### src/rtl/instr_pkg.sv
// Shared definitions for the instrumentation chain:
// run-state encoding and default gate/word sizes.
package instr_pkg;

  typedef enum logic {
    PARADO    = 1'b0,
    CORRIENDO = 1'b1
  } estado_t;

  localparam int CLK_HZ_DEF = 50000000;
  localparam int WIDTH_DEF  = 16;

endpackage

### src/rtl/base_segundo.sv
// Gate-window index counter; emits a one-cycle
// registered tick on the edge leaving the last index.
module base_segundo
  import instr_pkg::*;
#(
  parameter int CLK_HZ = CLK_HZ_DEF,
  localparam int IW    = $clog2(CLK_HZ) + 1
) (
  input  logic          clock,
  input  logic          reset,
  input  logic          contar,
  output logic [IW-1:0] indice,
  output logic          tick
);

  localparam logic [IW-1:0] ULTIMO = IW'(CLK_HZ - 1);

  logic fin;

  assign fin = (indice == ULTIMO);

  always_ff @(posedge clock) begin
    if (reset || !contar) begin
      indice <= '0;
      tick   <= 1'b0;
    end else begin
      tick   <= fin;
      indice <= fin ? '0 : indice + IW'(1);
    end
  end

endmodule

### src/rtl/generador_frecuencia.sv
// Phase-accumulator pulse source: numeroActivo
// single-cycle pulses per CLK_HZ-cycle gate window.
module generador_frecuencia
  import instr_pkg::*;
#(
  parameter int CLK_HZ = CLK_HZ_DEF,
  parameter int WIDTH  = WIDTH_DEF
) (
  input  logic             clock,
  input  logic             reset,
  input  logic             habilitar,
  input  logic [WIDTH-1:0] numero,
  output logic             Impulso,
  output logic             ImpulsoSeg,
  output logic [WIDTH-1:0] numeroActivo,
  output logic             onda
);

  localparam int AW   = $clog2(CLK_HZ) + 1;
  localparam int NMAX = (CLK_HZ - 1) / 2;
  localparam int CW   = (WIDTH > AW) ? WIDTH : AW;

  localparam logic [AW-1:0] ULTIMO = AW'(CLK_HZ - 1);
  localparam logic [AW:0]   LIMITE = (AW+1)'(CLK_HZ);

  // NMAX always fits in AW bits, so CW never truncates it
  function automatic logic [WIDTH-1:0] recortar(
    input logic [WIDTH-1:0] n
  );
    if (CW'(n) > CW'(NMAX)) return WIDTH'(NMAX);
    return n;
  endfunction

  estado_t       estado;
  logic [AW-1:0] acc;
  logic [AW-1:0] indice;
  logic          pendiente;
  logic          contar;
  logic          ultimo;
  logic [AW:0]   suma;
  logic          desborde;
  logic          dispara;

  assign contar   = (estado == CORRIENDO) && habilitar;
  assign ultimo   = (indice == ULTIMO);
  assign suma     = {1'b0, acc} + (AW+1)'(numeroActivo);
  assign desborde = (suma >= LIMITE);
  assign dispara  = desborde || pendiente;

  base_segundo #(
    .CLK_HZ (CLK_HZ)
  ) u_base (
    .clock  (clock),
    .reset  (reset),
    .contar (contar),
    .indice (indice),
    .tick   (ImpulsoSeg)
  );

  always_ff @(posedge clock) begin
    if (reset) begin
      estado       <= PARADO;
      Impulso      <= 1'b0;
      onda         <= 1'b0;
      numeroActivo <= '0;
      acc          <= '0;
      pendiente    <= 1'b0;
    end else begin
      unique case (estado)
        PARADO: begin
          Impulso      <= 1'b0;
          onda         <= 1'b0;
          acc          <= '0;
          pendiente    <= 1'b0;
          numeroActivo <= '0;
          if (habilitar) begin
            estado       <= CORRIENDO;
            numeroActivo <= recortar(numero);
          end
        end
        CORRIENDO: begin
          if (!habilitar) begin
            estado       <= PARADO;
            Impulso      <= 1'b0;
            onda         <= 1'b0;
            numeroActivo <= '0;
            acc          <= '0;
            pendiente    <= 1'b0;
          end else if (ultimo) begin
            // gate tick owns this slot; hold the pulse
            numeroActivo <= recortar(numero);
            acc          <= '0;
            Impulso      <= 1'b0;
            pendiente    <= desborde;
          end else begin
            acc <= desborde
                 ? AW'(suma - LIMITE)
                 : AW'(suma);
            Impulso   <= dispara;
            onda      <= onda ^ dispara;
            pendiente <= 1'b0;
          end
        end
      endcase
    end
  end

endmodule

### config.mk
export PLATFORM = sky130hd
export DESIGN_NAME = generador_frecuencia
export DESIGN_NICKNAME = d
export VERILOG_FILES = /design/src/rtl/instr_pkg.sv /design/src/rtl/base_segundo.sv /design/src/rtl/generador_frecuencia.sv
export SDC_FILE = /design/constraint.sdc
export NUM_CORES = 1
export LEC_CHECK = 0
export CORE_MARGIN = 5
export CORE_UTILIZATION = 48
export CTS_BUF_LIST = sky130_fd_sc_hd__clkbuf_4 sky130_fd_sc_hd__clkbuf_8 sky130_fd_sc_hd__clkbuf_16
export DETAILED_ROUTE_END_ITERATION = 8
export HOLD_SLACK_MARGIN = 0.05
export PLACE_DENSITY_LB_ADDON = 0.15
export SLEW_MARGIN = 5
export SYNTH_ARGS = -nofsm -noshare
export SYNTH_HDL_FRONTEND = slang
export SYNTH_SLANG_ARGS = --single-unit
### constraint.sdc
create_clock -name clock -period 4.9 [get_ports clock]
set_input_delay 0.98 -clock clock [delete_from_list [all_inputs] [get_ports clock]]
set_output_delay 0.98 -clock clock [all_outputs]
set_load 0.03 [all_outputs]
==> metrics.md, run 1 <==
| Metric | Value |
|---|---|
| Avg WL per Cell | `15.31 microns` |
| Minimum clock period | `4.081 ns` |
| WL final | `roughly 10000 microns` |
| Period utilisation layout | `0.8329` |
| Setup CP Type | `flip-flop to flip-flop` |
| Layout cells sized above 1 | `0.08349` |
| Area contributors post-synth | `dfxtp_1, ha_1, xor2_1, nor2_1, a21oi_1` |
| # resized after CTS | `0` |
| H-tree Lvls | `3` |
| Max Slew Vio Count | `0` |
| Sw Pwr | `301.4 uW` |
| Post-synth EDFFs | `0` |
| Post-Layout Inst Area | `4922 sq um` |
| Worst vdd ir | `approximately 140 uV` |
| Setup repair bufs after CTS | `0` |
| Crit path launch type | `flip-flop` |
| Synth cell count leaders | `dfxtp_1, nor2_1, nand2_1` |
| DRT Pass-1 Iters | `5` |
| Initial antenna violation count | `0` |
| WP data arrival | `approximately 4.4 ns` |
| Syn Nets | `534` |
| Yosys warns | `0` |
| Placer Congestion | `0.8821` |
| FP Rows | `34` |
| Syn-to-layout area delta | `16.39%` |
| Reg-to-reg critical path endpoint | `acc[10]` |
| Hold Path Class | `flip-flop to flip-flop` |
| Area of the multi-input gates | `roughly 2600 sq um` |
| CTS Hold Bufs | `0` |
| Asr flop ratio synth | `0` |
| Clock transition at path regs | `0.08 ns` |
| CP max FO | `14` |
| Netlist cell types | `70` |
| Antenna-violating nets left | `0` |
| TritonCTS clock tree | `yes` |
| Max cap viols | `0` |
| Min-delay src | `pendiente` |
| Reg power frac | `0.511` |
| Root buf cell | `clkbuf_8` |
| Largest net degree at the start of global routing | `19` |
| CP required | `5.20 ns` |
| Fill count | `approximately 800` |
| Worst-Margin Slew | `0.7983 ns` |
| Via count | `3748` |
| Seq. cell area | `1501 sq um` |
| Cell with the most instances after synthesis | `dfxtp_1` |
| Status | `complete, no violations` |
| Seq cells post-synth | `75` |
| Die area | `10790 sq um` |
| Diode count | `0` |
| DIE HEIGHT | `between 100 and 150 microns` |
| Inst Count DP | `between 600 and 700` |
| Worst skew pair latency | `0.35 ns` |
| Cell taking the most area after synthesis | `dfxtp_1` |
| CP max stage delay | `0.57 ns` |
| R2R cell count | `12` |
| Top cell type's share of synthesized area | `0.3550` |
| Share of power burned in the clock network | `0.415` |
| Synth Area per Inst | `8.526 sq um` |
| TritonCTS buffer count | `9` |
| Rel. slew slack | `0.4654` |
| Setup-failing EPs final | `0` |
| Final core occ | `0.5700` |
| CP endpoint kind | `flip-flop` |
| Sw frac | `0.2478` |
| Initial Util | `0.4897` |
| Vias in the first global route | `~3600` |
| Most used DFF post-synth | `dfxtp_1` |
| Num ports | `38` |
| Leakage | `between 1.5 and 2 nW` |
| Worst reg-to-reg setup slack | `0.82 ns` |
| Power, Total | `1.216 mW` |
| Skew final | `0.008604 ns` |
| Initial drt markers | `176` |
| CTS sink cnt | `75` |
| WHS Endpoint | `Impulso` |
| Longest Clk Path Bufs | `2` |
| Post-synthesis sequential area ratio | `0.3550` |
| Comb pwr share | `0.074` |
| Port bufs | `37` |
| Final net count | `572` |
| Internal cell power | `914.9 uW` |
| Die width | `103.9 microns` |
| Synthesized area | `4229 sq um` |
| RSZ-0062 raised after global routing | `false` |
| Critical path cell sequence | `ha_1 > fa_1 > a21o_1 > a221o_1 > and4_1 > o21ai_1 > nand3_1 > a2111oi_4 > nor2_2 > o31a_1 > or4_1 > nand2_1` |
| Final Non-Filler Cells | `647` |
| Maximum clock frequency | `245.0 MHz` |
| Post-route setup TNS | `0 ns` |
| Crit Reg-Reg Startpoint | `numeroActivo[0]` |
| DRC | `0` |
| Pwr dens | `247.1 nW/um^2` |
| Overall routing resource usage | `0.1821` |
| Final Hold Viols | `0` |
| Placed Area | `4717 sq um` |
| First-pass GRT wire length | `16700 microns` |
| Hold Path Stages | `2` |
| Overflow after GRT | `0` |
| Dpl hpwl | `7220 microns` |
| Slowest-stage cell, CP | `a2111oi_4` |
| Core ar. | `~8600 sq um` |
| DR vias/cell | `5.793` |
| Syn Inst Count | `between 400 and 500` |
## layout by cell type (no fill, tap or decap), types with 11 or more instances in the layout
cell type	instances
and3_1	12
clkdlybuf4s50_1	37
nand4_1	11
a22o_1	16
xor2_1	25
nand3_1	22
dfxtp_1	75
inv_1	14
nor2_1	55
xnor2_1	21
o21ai_0	15
ha_1	18
a21oi_1	37
nand2_1	45
## kinds of logic after synthesis
kind of cell               share of synthesized area
adders and majority gates                    0.05799
and+or+nand+nor                               0.2231
muxes                                       0.002367
buffers and inverters                        0.02870
xor gates and xnor gates                     0.09527
DFF                                           0.3550
AOI/OAI and AO/OA                             0.2376
## final cells by class
type	instances	area share
Clock buffer	11	0.02949
Clock inverter	5	0.01220
Inverter	15	0.01144
Multi-Input combinational cell	390	0.5300
Sequential cell	75	0.3050
Tap cell	108	0.02745
Timing Repair Buffer	43	0.08439
## power by group through the flow
stage               combinational (mW)  sequential, mW  clock, mW
global placement                0.0898           0.636          0
CTS                             0.0909           0.621      0.510
finish                          0.0906           0.621      0.504
detailed placement              0.0903           0.636          0
global route                    0.0985           0.623      0.540
floorplan                       0.0428           0.646          0
## worst max path at each step
stage / from / end / slack (ns) / cells past startpoint
final: numeroActivo[0] / acc[10] / 0.82 / 12
after global routing: numeroActivo[0] / acc[16] / 0.51 / 12
after CTS: numeroActivo[0] / acc[10] / 0.86 / 12
after detailed placement: numeroActivo[0] / acc[10] / 0.90 / 12
after global placement: numeroActivo[0] / acc[10] / 1.02 / 12
after floorplan: numeroActivo[0] / acc[10] / 1.30 / 12
## worst max-delay path, delay by kind of cell (launching register included)
family / cells / cell delay [ns]
AND/OR/NAND/NOR: 5 / 1.21
AO/OA/AOI/OAI: 5 / 1.82
adder cells (fa/ha/maj): 2 / 0.65
flip-flops: 1 / 0.33
## metal layers
layer  track usage  vias to the layer above  part of all wire
met5             0                        -                 0
met4       0.08326                        0             0.029
met3       0.03476                       24             0.035
met2        0.3046                       80              0.47
met1        0.2257                     1767              0.47
li1              -                     1877                 -
## metrics by stage
step / hold slack [ns] / setup slack (ns)
5_1_grt: 0.5288 / 0.5135
3_5_place_dp: 0.4739 / 0.8981
4_1_cts: 0.4932 / 0.8595
3_3_place_gp: 0.4614 / 1.022
6_report: 0.4861 / 0.8189
2_1_floorplan: 0.4260 / 1.296
## sequential cells by signal, indices dropped and copies added (netlist names)
signal / count
numeroActivo: 16
acc: 27
Impulso: 1
estado: 1
u_base.tick: 1
onda: 1
pendiente: 1
u_base.indice: 27
Power figures use the tool's default switching activity.
==> inputs of run 2 (changes only) <==
clock period = 4 ns   (was 4.9 ns; I/O delays follow)
==> run 2 against run 1 <==
Register-to-register slack lost 0.60 ns. Cell count rose by 0.62%. Core utilization up 0.88 points. Clock-buffer cell count is 2 higher. Sequential cell count stayed put. Sequential share of layout area is 0.47 points lower. Final area rose by 1.6%. Critical path depth did not move. Non-clock buffer count rose by 4. Sequential power rose by 23%. Critical path type unchanged. Largest cell class unchanged. Largest power group unchanged.
==> metrics.md, run 2 (same netlist as run 1, synthesis figures left out) <==
| Metric | Value |
|---|---|
| Status | `complete, no violations` |
| Worst vdd ir | `156.2 uV` |
| Sw frac | `0.2252` |
| H-tree Lvls | `3` |
| DRT Pass-1 Iters | `5` |
| Layout cells sized above 1 | `0.09576` |
| Initial antenna violation count | `0` |
| Syn-to-layout area delta | `18.20%` |
| DIE HEIGHT | `103.9 microns` |
| Maximum clock frequency | `between 200 and 300 MHz` |
| Via count | `3763` |
| Placer Congestion | `0.8982` |
| Internal cell power | `1.216 mW` |
| Most frequent cells in the layout | `dfxtp_1, nor2_1, nand2_1` |
| Reg power frac | `0.485` |
| Max Slew Vio Count | `0` |
| Metal-1 WL | `4546 microns` |
| Overflow after GRT | `0` |
| Worst-Margin Slew | `0.5720 ns` |
| Max cap viols | `0` |
| Antenna-violating nets left | `0` |
| Comb pwr share | `0.072` |
| Commonest non-fill, non-tap cell in the layout | `dfxtp_1` |
| Met2 wire len | `about 4800 microns` |
| Skew final | `0.007035 ns` |
| Die area | `10790 sq um` |
| WL final | `9957 microns` |
| Share of power burned in the clock network | `0.443` |
| CP max FO | `6` |
| Max layer used | `met4` |
| Final worst setup slack | `0.2224 ns` |
| Clock transition at path regs | `around 0.080 ns` |
| Setup-failing EPs final | `0` |
| Met3 WL post-DR | `461 microns` |
| Cell family with most CP delay | `compound AO/OA/AOI/OAI gates` |
| Setup CP Type | `flip-flop to flip-flop` |
| Leakage | `1.853 nW` |
| Port bufs | `37` |
| DR vias/cell | `5.780` |
| WP data arrival | `4.03 ns` |
| Initial Util | `0.4897` |
| Avg WL per Cell | `15.29 microns` |
| Critical path cell sequence | `ha_1 > fa_1 > a21o_1 > a221o_1 > nand4_1 > a21o_1 > a22oi_1 > o31ai_2 > nand3_4 > o311ai_0 > a21boi_0 > o21ba_2` |
| Period utilisation layout | `0.9444` |
| Vias in the first global route | `3521` |
| Dpl hpwl | `7337 microns` |
| Post-route setup TNS | `0 ns` |
| Root buf cell | `clkbuf_8` |
| Crit path launch type | `flip-flop` |
| Pwr dens | `314.0 nW/um^2` |
| Final core occ | `0.5788` |
| CP endpoint kind | `flip-flop` |
| TritonCTS clock tree | `yes` |
| Largest regs | `acc x27, u_base.indice x27, numeroActivo x16` |
| Initial drt markers | `178` |
| Num ports | `38` |
| Diode count | `0` |
| Largest net degree at the start of global routing | `34` |
| Final net count | `576` |
| TritonCTS buffer count | `9` |
| Final Hold Viols | `0` |
| Die width | `103.9 microns` |
| Placement Setup Slack | `around 0.26 ns` |
| Slowest-stage cell, CP | `o311ai_0` |
| CP most frequent cell | `a21o_1` |
| RSZ-0062 raised after global routing | `false` |
| Rel. slew slack | `0.6138` |
| Longest Clk Path Bufs | `2` |
| CTS sink cnt | `between 70 and 80` |
| CP max stage delay | `0.56 ns` |
| Buf+Inv Stages, Crit Path | `0` |
| Core ar. | `~8600 sq um` |
| Worst skew pair latency | `0.35 ns` |
| CP required | `4.25 ns` |
| Sw Pwr | `353.5 uW` |
| DRC | `0` |
| Minimum clock period | `3.778 ns` |
| Hold Path Class | `flip-flop to flip-flop` |
| FP Rows | `34` |
| First-pass GRT wire length | `16860 microns` |
| Overall routing resource usage | `0.1866` |
## run 2: routing by layer
| metal | vias up | track usage |
|---|---|---|
| met5 | - | 0 |
| met4 | 0 | 0.06290 |
| met3 | 16 | 0.04159 |
| met2 | 78 | 0.3065 |
| met1 | 1775 | 0.2418 |
| li1 | 1894 | - |
## run 2: final timing paths
check | depth (start not counted) | to | from | slack (ns)
worst max-delay path | 12 | onda | numeroActivo[0] | 0.22
worst min-delay path | 1 | u_base.indice[0] | u_base.indice[0] | 0.48
worst max register to register | 12 | onda | numeroActivo[0] | 0.22
worst min register to register | 1 | u_base.indice[0] | u_base.indice[0] | 0.48
## run 2: final cells by class
type,instances,area (sq um)
Multi-Input combinational cell,390,2619
Clock inverter,3,68.82
Sequential cell,75,1501
Timing Repair Buffer,47,445.4
Clock buffer,13,172.7
Tap cell,108,135.1
Fill cell,814,3637
Inverter,15,56.30
## run 2: power groups by stage
stage,Combinational [mW],Clock [mW],Sequential (mW)
after floorplan,0.0524,0,0.791
after global placement,0.112,0,0.779
after detailed placement,0.113,0,0.779
after CTS,0.114,0.713,0.761
after global routing,0.122,0.752,0.763
final,0.113,0.696,0.761
## run 2: timing repair
action,in CTS,in global routing
buffers inserted,0,0
setup endpoints to repair,0,3
hold buffers,0,0
resized for setup,0,3
## run 2: worst register-to-register path, cell delays in order (launching register included)
cell and delay, ns:
dfxtp_1 0.33, ha_1 0.24, fa_1 0.41, a21o_1 0.20, a221o_1 0.38, nand4_1 0.26
a21o_1 0.20, a22oi_1 0.10, o31ai_2 0.41, nand3_4 0.15, o311ai_0 0.56, a21boi_0 0.19
o21ba_2 0.23
## run 2: per-stage QoR
step                      power (mW)  cells  hold WS [ns]  cell area [sq um]
final                          1.570    651        0.4776               4999
after global routing           1.637    651        0.5329               4999
after CTS                      1.588    651        0.4876               4989
after global placement        0.8908    635        0.4658               4747
after detailed placement      0.8919    635        0.4691               4747
after floorplan               0.8433    496        0.4260               4229
